<file path="src/rtl/regfile_wb_arbiter_pkg.sv">
// Shared constants, request record and round-robin pointer helper for the
// register-file writeback arbiter.
package wb_pkg;

    localparam int WB_ADDR_W = 5;
    localparam int WB_DATA_W = 64;

    localparam logic [4:0] ZERO_REG = 5'd31;

    typedef struct packed {
        logic [WB_ADDR_W-1:0] waddr;
        logic [WB_DATA_W-1:0] data;
    } wb_req_t;

    // Pointer moves to the slot after the winner; it holds when nothing is granted.
    function automatic int unsigned rr_next(input int unsigned ptr, input int unsigned g,
                                            input logic gv, input int unsigned n);
        if (!gv) begin
            return ptr;
        end
        return (g + 32'd1 >= n) ? 32'd0 : g + 32'd1;
    endfunction

endpackage

</file>
<file path="src/rtl/regfile_wb_arbiter_if.sv">
// Writeback source handshakes plus the register file write port.
interface regfile_wb_arbiter_if #(
    parameter int NUM_SRC = 4,
    parameter int DATA_W  = 64,
    parameter int ADDR_W  = 5
) ();

    logic [NUM_SRC-1:0]             src_valid;
    logic [NUM_SRC-1:0]             src_ready;
    logic [NUM_SRC-1:0][ADDR_W-1:0] src_reg;
    logic [NUM_SRC-1:0][DATA_W-1:0] src_data;

    logic                           RegWrite;
    logic [ADDR_W-1:0]              WriteRegister;
    logic [DATA_W-1:0]              WriteData;

    modport slave (
        input  src_valid, src_reg, src_data,
        output src_ready, RegWrite, WriteRegister, WriteData
    );

    modport master (
        output src_valid, src_reg, src_data,
        input  src_ready, RegWrite, WriteRegister, WriteData
    );

endinterface

</file>
<file path="src/rtl/regfile_wb_arbiter_rr_arbiter.sv">
// Combinational round-robin arbiter: first requester at or after ptr wins,
// searching upward with wrap. The pointer register belongs to the parent.
module rr_arbiter #(
    parameter  int N  = 4,
    localparam int IW = (N > 1) ? $clog2(N) : 1
) (
    input  logic [N-1:0]  req,
    input  logic [IW-1:0] ptr,
    output logic [N-1:0]  grant,
    output logic [IW-1:0] grant_idx,
    output logic          grant_valid
);

    logic [IW:0] sum;

    always_comb begin
        grant       = '0;
        grant_idx   = '0;
        grant_valid = 1'b0;
        sum         = '0;
        for (int k = 0; k < N; k++) begin
            sum = {1'b0, ptr} + (IW+1)'(k);
            if (sum >= (IW+1)'(N)) begin
                sum = sum - (IW+1)'(N);
            end
            if (!grant_valid && req[sum[IW-1:0]]) begin
                grant_valid           = 1'b1;
                grant_idx             = sum[IW-1:0];
                grant[sum[IW-1:0]]    = 1'b1;
            end
        end
    end

endmodule

</file>
<file path="src/rtl/regfile_wb_arbiter.sv">
// Collects writeback results into per-source slots and serializes them
// round-robin onto the register file write port, discarding X31 writes.
module regfile_wb_arbiter
    import wb_pkg::*;
#(
    parameter int NUM_SRC = 4,
    parameter int DATA_W  = 64,
    parameter int ADDR_W  = 5
) (
    input  logic                clk,
    input  logic                reset,
    regfile_wb_arbiter_if.slave bus,
    output logic [31:0]         pending_mask,
    output logic                busy,
    output logic [7:0]          zero_drops
);

    localparam int              PW = $clog2(NUM_SRC);
    localparam logic [ADDR_W-1:0] ZR = ADDR_W'(ZERO_REG);

    logic              full_q [NUM_SRC];
    logic [ADDR_W-1:0] reg_q  [NUM_SRC];
    logic [DATA_W-1:0] data_q [NUM_SRC];

    wire  [NUM_SRC-1:0] full_vec;
    wire  [NUM_SRC-1:0] accept;
    wire  [31:0]        slot_mask [NUM_SRC];
    wire  [31:0]        mask_acc  [NUM_SRC+1];

    logic [NUM_SRC-1:0] grant;
    logic [PW-1:0]      grant_idx;
    logic               grant_valid;

    logic [PW-1:0]      ptr_q, ptr_d;
    logic               rw_q, rw_d;
    logic [ADDR_W-1:0]  wr_q, wr_d;
    logic [DATA_W-1:0]  wd_q, wd_d;
    logic [7:0]         zd_q, zd_d;
    logic [ADDR_W-1:0]  sel_reg;
    logic [DATA_W-1:0]  sel_data;

    // A granted slot frees this cycle, so it may take a new result at the same edge.
    assign bus.src_ready = reset ? '0 : (~full_vec | grant);

    assign mask_acc[0] = '0;

    generate
        for (genvar gi = 0; gi < NUM_SRC; gi++) begin : g_slot
            assign full_vec[gi]  = full_q[gi];
            assign accept[gi]    = bus.src_valid[gi] & bus.src_ready[gi];
            assign slot_mask[gi] = (full_q[gi] && reg_q[gi] != ZR) ? (32'd1 << reg_q[gi]) : 32'd0;
            assign mask_acc[gi+1] = mask_acc[gi] | slot_mask[gi];

            always_ff @(posedge clk) begin
                if (reset) begin
                    full_q[gi] <= 1'b0;
                    reg_q[gi]  <= '0;
                    data_q[gi] <= '0;
                end else if (accept[gi]) begin
                    full_q[gi] <= 1'b1;
                    reg_q[gi]  <= bus.src_reg[gi];
                    data_q[gi] <= bus.src_data[gi];
                end else if (grant[gi]) begin
                    full_q[gi] <= 1'b0;
                end
            end
        end
    endgenerate

    rr_arbiter #(.N(NUM_SRC)) u_arb (
        .req         (full_vec),
        .ptr         (ptr_q),
        .grant       (grant),
        .grant_idx   (grant_idx),
        .grant_valid (grant_valid)
    );

    always_comb begin
        sel_reg  = reg_q[grant_idx];
        sel_data = data_q[grant_idx];
        rw_d     = 1'b0;
        wr_d     = wr_q;
        wd_d     = wd_q;
        zd_d     = zd_q;
        if (grant_valid) begin
            if (sel_reg == ZR) begin
                if (zd_q != 8'hFF) begin
                    zd_d = zd_q + 8'd1;
                end
            end else begin
                rw_d = 1'b1;
                wr_d = sel_reg;
                wd_d = sel_data;
            end
        end
        ptr_d = PW'(rr_next(32'(ptr_q), 32'(grant_idx), grant_valid, 32'(NUM_SRC)));
    end

    always_ff @(posedge clk) begin
        if (reset) begin
            ptr_q <= '0;
            rw_q  <= 1'b0;
            wr_q  <= '0;
            wd_q  <= '0;
            zd_q  <= '0;
        end else begin
            ptr_q <= ptr_d;
            rw_q  <= rw_d;
            wr_q  <= wr_d;
            wd_q  <= wd_d;
            zd_q  <= zd_d;
        end
    end

    assign bus.RegWrite      = rw_q;
    assign bus.WriteRegister = wr_q;
    assign bus.WriteData     = wd_q;
    assign pending_mask      = mask_acc[NUM_SRC];
    assign busy              = |full_vec;
    assign zero_drops        = zd_q;

endmodule

</file>
<file path="src/flat_wrapper.sv">
// flat-port wrapper written by rule: the top's interface ports become plain ports
module regfile_wb_arbiter_flat import wb_pkg::*;
#(
    parameter int NUM_SRC = 4,
    parameter int DATA_W  = 64,
    parameter int ADDR_W  = 5
)
  (clk, reset, pending_mask, busy, zero_drops, bus_src_valid, bus_src_reg, bus_src_data, bus_src_ready, bus_RegWrite, bus_WriteRegister, bus_WriteData);
  regfile_wb_arbiter_if #(.NUM_SRC(NUM_SRC), .DATA_W(DATA_W), .ADDR_W(ADDR_W)) bus_i ();
  input  logic clk;
  input  logic reset;
  output logic [31:0] pending_mask;
  output logic busy;
  output logic [7:0] zero_drops;
  input wire logic [$bits(bus_i.src_valid)-1:0] bus_src_valid;
  input wire logic [$bits(bus_i.src_reg)-1:0] bus_src_reg;
  input wire logic [$bits(bus_i.src_data)-1:0] bus_src_data;
  output wire logic [$bits(bus_i.src_ready)-1:0] bus_src_ready;
  output wire logic [$bits(bus_i.RegWrite)-1:0] bus_RegWrite;
  output wire logic [$bits(bus_i.WriteRegister)-1:0] bus_WriteRegister;
  output wire logic [$bits(bus_i.WriteData)-1:0] bus_WriteData;
  assign bus_i.src_valid = bus_src_valid;
  assign bus_i.src_reg = bus_src_reg;
  assign bus_i.src_data = bus_src_data;
  assign bus_src_ready = bus_i.src_ready;
  assign bus_RegWrite = bus_i.RegWrite;
  assign bus_WriteRegister = bus_i.WriteRegister;
  assign bus_WriteData = bus_i.WriteData;
  regfile_wb_arbiter #(.NUM_SRC(NUM_SRC), .DATA_W(DATA_W), .ADDR_W(ADDR_W)) u_core (.clk(clk), .reset(reset), .bus(bus_i), .pending_mask(pending_mask), .busy(busy), .zero_drops(zero_drops));
endmodule
</file>
<file path="config.mk">
export PLATFORM = sky130hd
export DESIGN_NAME = regfile_wb_arbiter_flat
export DESIGN_NICKNAME = d
export VERILOG_FILES = /design/src/rtl/regfile_wb_arbiter_pkg.sv /design/src/rtl/regfile_wb_arbiter_if.sv /design/src/rtl/regfile_wb_arbiter_rr_arbiter.sv /design/src/rtl/regfile_wb_arbiter.sv /design/src/flat_wrapper.sv
export SDC_FILE = /design/constraint.sdc
export NUM_CORES = 1
export LEC_CHECK = 0
export ABC_AREA = 0
export CAP_MARGIN = 20
export CORE_AREA = 2 2 217 165
export DETAILED_ROUTE_END_ITERATION = 7
export DIE_AREA = 0 0 219 167
export HOLD_SLACK_MARGIN = 0.15
export PLACE_DENSITY = 0.81
export REMOVE_ABC_BUFFERS = 1
export SLEW_MARGIN = 15
export SYNTH_ARGS = -nofsm -noshare
export SYNTH_HDL_FRONTEND = slang
export SYNTH_SLANG_ARGS = --single-unit
</file>
<file path="constraint.sdc">
create_clock -name clk -period 6.04 [get_ports clk]
set_input_delay 1.208 -clock clk [delete_from_list [all_inputs] [get_ports clk]]
set_output_delay 1.208 -clock clk [all_outputs]
set_load 0.01 [all_outputs]
</file>
==> impl_metrics.json <==
{
  "max_clock_freq_ghz": 0.182,
  "r2r_cells": 10,
  "cp_cell_sequence": "inv_2, ha_1, mux4_2, nor2b_1, a22oi_1, o21ai_1, o31a_1, clkdlybuf4s50_1",
  "status": "finished clean",
  "relSlewSlack": 0.333,
  "timing.hold.worst_path_depth": 2,
  "drt-wirelength-per-cell_um": 24.6,
  "min_path_type": "reg2reg",
  "setup_slack_ps": 544,
  "dp_slack_ps": 1170,
  "drv_cap": 0,
  "fin_cells": 2262,
  "cts_num_sinks": 360,
  "cts-resized-gates": 0,
  "worst-path-max-fanout": 19,
  "r2r_slack_ps": 1160,
  "final-hold-violation-count": 0,
  "initial_core_util": 0.505,
  "place.gp.congestion": 0.926,
  "setup_viol": 0,
  "p_leak_nw": 8.37,
  "max_stage_delay_ps": 890,
  "startpoint_type": "flip-flop",
  "tightest_slew_ps": 1000,
  "crit_type": "reg2out",
  "min_period_ps": 5500,
  "core_area_sq_um": 34400,
  "period_share": 0.910,
  "ir_drop_mv": 0.588,
  "cts_setup_buffers": 0,
  "dieArea_sq_um": 36600,
  "syn_to_final_growth_pct": 32.1,
  "drtPass1Iterations": 6,
  "numCtsBuffers": 38,
  "r2r-end": "u_core.bus.WriteData[32]$_SDFFE_PP0P_",
  "fin_worst_skew_ps": 11.8,
  "crit_start": "u_core.ptr_q[0]$_SDFFE_PP0N_",
  "yosysSeqAreaShare": 0.576,
  "route.detailed.drc": 0,
  "worstSetupPathDepth": 8,
  "synth_warnings": 0,
  "row_count": 59,
  "layout.nets": 2065,
  "dp.cells": 2192,
  "grt_pass1_vias": 13647,
  "vias": 13408,
  "ctsHtreeMaxLevel": 2,
  "timing.critical_path.buf_inv": 2,
  "cts.clk_slew.worst_paths_ps": 60,
  "yosysUniqueCellTypes": 62,
  "holdBufCountCts": 0,
  "cts_tree": "built",
  "routed_wl_um": 55700,
  "io_buffers": 395,
  "p_per_area_nw_per_um2": 486,
  "syn_inst": 1424,
  "grt_max_degree": 92,
  "grt_pass1_wl_um": 82700,
  "endpoint_kind": "output pin",
  "drtIter0Drc": 1391,
  "clkLatencyLatePin_ps": 530,
  "synth_area_sq_um": 17400,
  "rsz0062_at_grt": "false",
  "cp_top_family": "flip-flops",
  "antenna_found_initial": 4,
  "seq_area_sq_um": 10000,
  "track_usage": 0.302,
  "die_x_um": 219,
  "synth-seq-cells": 360,
  "root_buffer": "clkbuf_16",
  "ys.flop_type": "edfxtp_1",
  "ioPinCount": 397,
  "final_util": 0.667,
  "postRouteAntennaNets": 0,
  "crit_slowest_cell": "dfxtp_1",
  "avgSynthCellArea_sq_um": 12.2,
  "slew_viol_final": 0,
  "gr-total-overflow": 0,
  "clk_path_buf_depth": 3,
  "multi_input_area_sq_um": 6840,
  "worstPathArrival_ps": 4290,
  "fillerInstances": 2531,
  "synth_edf_count": 280,
  "drive_above_1_share": 0.0971,
  "critPathRequiredTime_ps": 4830,
  "viasPerCell": 5.93,
  "crit-reg2reg-launch": "u_core.ptr_q[0]$_SDFFE_PP0N_",
  "die_y_um": 167,
  "dpl.hpwl_um": 36500,
  "critPathCapture": "bus_src_ready[2]",
  "ys_async_sr_fraction": 0
}
[final cells by class]
| class | count | share of cell area |
|---|---|---|
| repair buffers | 416 | 0.180 |
| diodes | 3 | 0.000327 |
| multi-input cells | 941 | 0.298 |
| clock buffers | 55 | 0.0495 |
| well taps | 457 | 0.0249 |
| flip-flops and latches | 360 | 0.436 |
| clock inverters | 12 | 0.00769 |
| inverters | 18 | 0.00294 |
[per-layer routing]
layer,GRT usage,part of all wire,vias up
li1,-,-,5959
met1,0.412,0.41,6587
met2,0.486,0.47,745
met3,0.0599,0.092,115
met4,0.0931,0.029,2
met5,0,0.00023,-
[how the worst min path moves through the flow]
stage	startpoint	to	slack, ps
3_3_place_gp	u_core.bus.WriteData[45]$_SDFFE_PP0P_	u_core.bus.WriteData[45]$_SDFFE_PP0P_	450
3_5_place_dp	u_core.bus.WriteData[36]$_SDFFE_PP0P_	u_core.bus.WriteData[36]$_SDFFE_PP0P_	460
4_1_cts	u_core.bus.WriteData[51]$_SDFFE_PP0P_	u_core.bus.WriteData[51]$_SDFFE_PP0P_	470
2_1_floorplan	u_core.bus.WriteRegister[3]$_SDFFE_PP0P_	u_core.bus.WriteRegister[3]$_SDFFE_PP0P_	470
6_report	u_core.bus.WriteData[25]$_SDFFE_PP0P_	u_core.bus.WriteData[25]$_SDFFE_PP0P_	470
5_1_grt	u_core.bus.WriteData[25]$_SDFFE_PP0P_	u_core.bus.WriteData[25]$_SDFFE_PP0P_	490
[power breakdown]
group	switching [mW]	internal [mW]
clock	0.968	1.48
sequential	0.347	3.28
combinational	2.71	2.37
[tightest hold or removal path, cell delays in order, from the launching register on]
cell and delay (ps):
dfxtp_1 310, nand3_1 60, o31ai_1 60
[cells in the final DEF, fill, tap and decap left out, types with 7 or more instances in the layout]
| cell type | n |
|---|---|
| clkdlybuf4s50_1 | 394 |
| and2_1 | 285 |
| edfxtp_1 | 280 |
| mux2i_1 | 138 |
| dfxtp_1 | 80 |
| nand3_1 | 76 |
| o31ai_1 | 70 |
| mux2_2 | 69 |
| nand2_1 | 48 |
| clkbuf_16 | 39 |
| nor2_1 | 35 |
| a21oi_1 | 21 |
| buf_4 | 20 |
| a22oi_1 | 19 |
| nor3_1 | 17 |
| inv_1 | 16 |
| o211ai_1 | 11 |
| nand2b_1 | 10 |
| nor2b_1 | 10 |
| and3_1 | 10 |
| clkbuf_8 | 10 |
| o21ai_0 | 9 |
| a32oi_1 | 9 |
| ha_1 | 8 |
| o2111ai_1 | 7 |
| o21ai_1 | 7 |
[metrics by stage]
step | instance area [sq um] | setup TNS (ps) | total power, mW | hold WS (ps)
after floorplan | 16900 | -81520 | 6.44 | 474
after global placement | 21600 | 0 | 8.56 | 453
after detailed placement | 21600 | 0 | 8.71 | 457
after CTS | 22900 | 0 | 11.2 | 467
after global routing | 22900 | 0 | 11.7 | 486
final | 22900 | 0 | 11.2 | 465
[cells by family after synthesis]
| group | share of synthesized area |
|---|---|
| flip-flops | 0.576 |
| AO/OA/AOI/OAI | 0.0867 |
| XOR/XNOR | 0.000504 |
| other | 0.000216 |
| adder cells (fa/ha/maj) | 0.00576 |
| AND/OR/NAND/NOR | 0.167 |
| multiplexers | 0.131 |
| buffers and inverters | 0.0323 |
[sequential cells by signal (all words and copies together) (netlist names)]
signal,flops
u_core.zero_drops,8
u_core.full_q,4
u_core.bus.RegWrite,1
u_core.reg_q,20
u_core.bus.WriteData,64
u_core.bus.WriteRegister,5
u_core.data_q,256
u_core.ptr_q,2
[synthesized netlist by cell type (3+ instances only)]
master / instances / area share
o31a_1: 4 / 0.0020
inv_1: 16 / 0.0035
o31ai_1: 70 / 0.030
o2111ai_1: 7 / 0.0035
or2_1: 4 / 0.0014
mux2_1: 4 / 0.0026
dfxtp_1: 80 / 0.092
a22o_1: 3 / 0.0015
nand3_1: 76 / 0.022
a22oi_1: 19 / 0.0082
buf_1: 5 / 0.0011
mux2_2: 69 / 0.045
and2_1: 285 / 0.10
a211oi_1: 5 / 0.0022
a32oi_1: 9 / 0.0045
edfxtp_1: 280 / 0.48
nor2b_1: 10 / 0.0036
o311a_1: 4 / 0.0023
nor3_1: 17 / 0.0049
buf_4: 8 / 0.0035
a222oi_1: 4 / 0.0023
o21ai_1: 8 / 0.0023
mux4_2: 3 / 0.0039
a221oi_1: 4 / 0.0020
buf_6: 7 / 0.0045
buf_2: 14 / 0.0040
nor2_1: 35 / 0.0076
clkbuf_1: 71 / 0.015
o211ai_1: 11 / 0.0048
a21oi_1: 21 / 0.0061
and3_1: 10 / 0.0036
or4_1: 3 / 0.0013
nor4_1: 3 / 0.0011
nand2b_1: 10 / 0.0036
ha_1: 8 / 0.0058
nand2_1: 49 / 0.011
a211o_1: 5 / 0.0025
or3_1: 5 / 0.0018
mux2i_1: 138 / 0.080
o21ai_0: 9 / 0.0026
(Power assumes the default switching activity.)
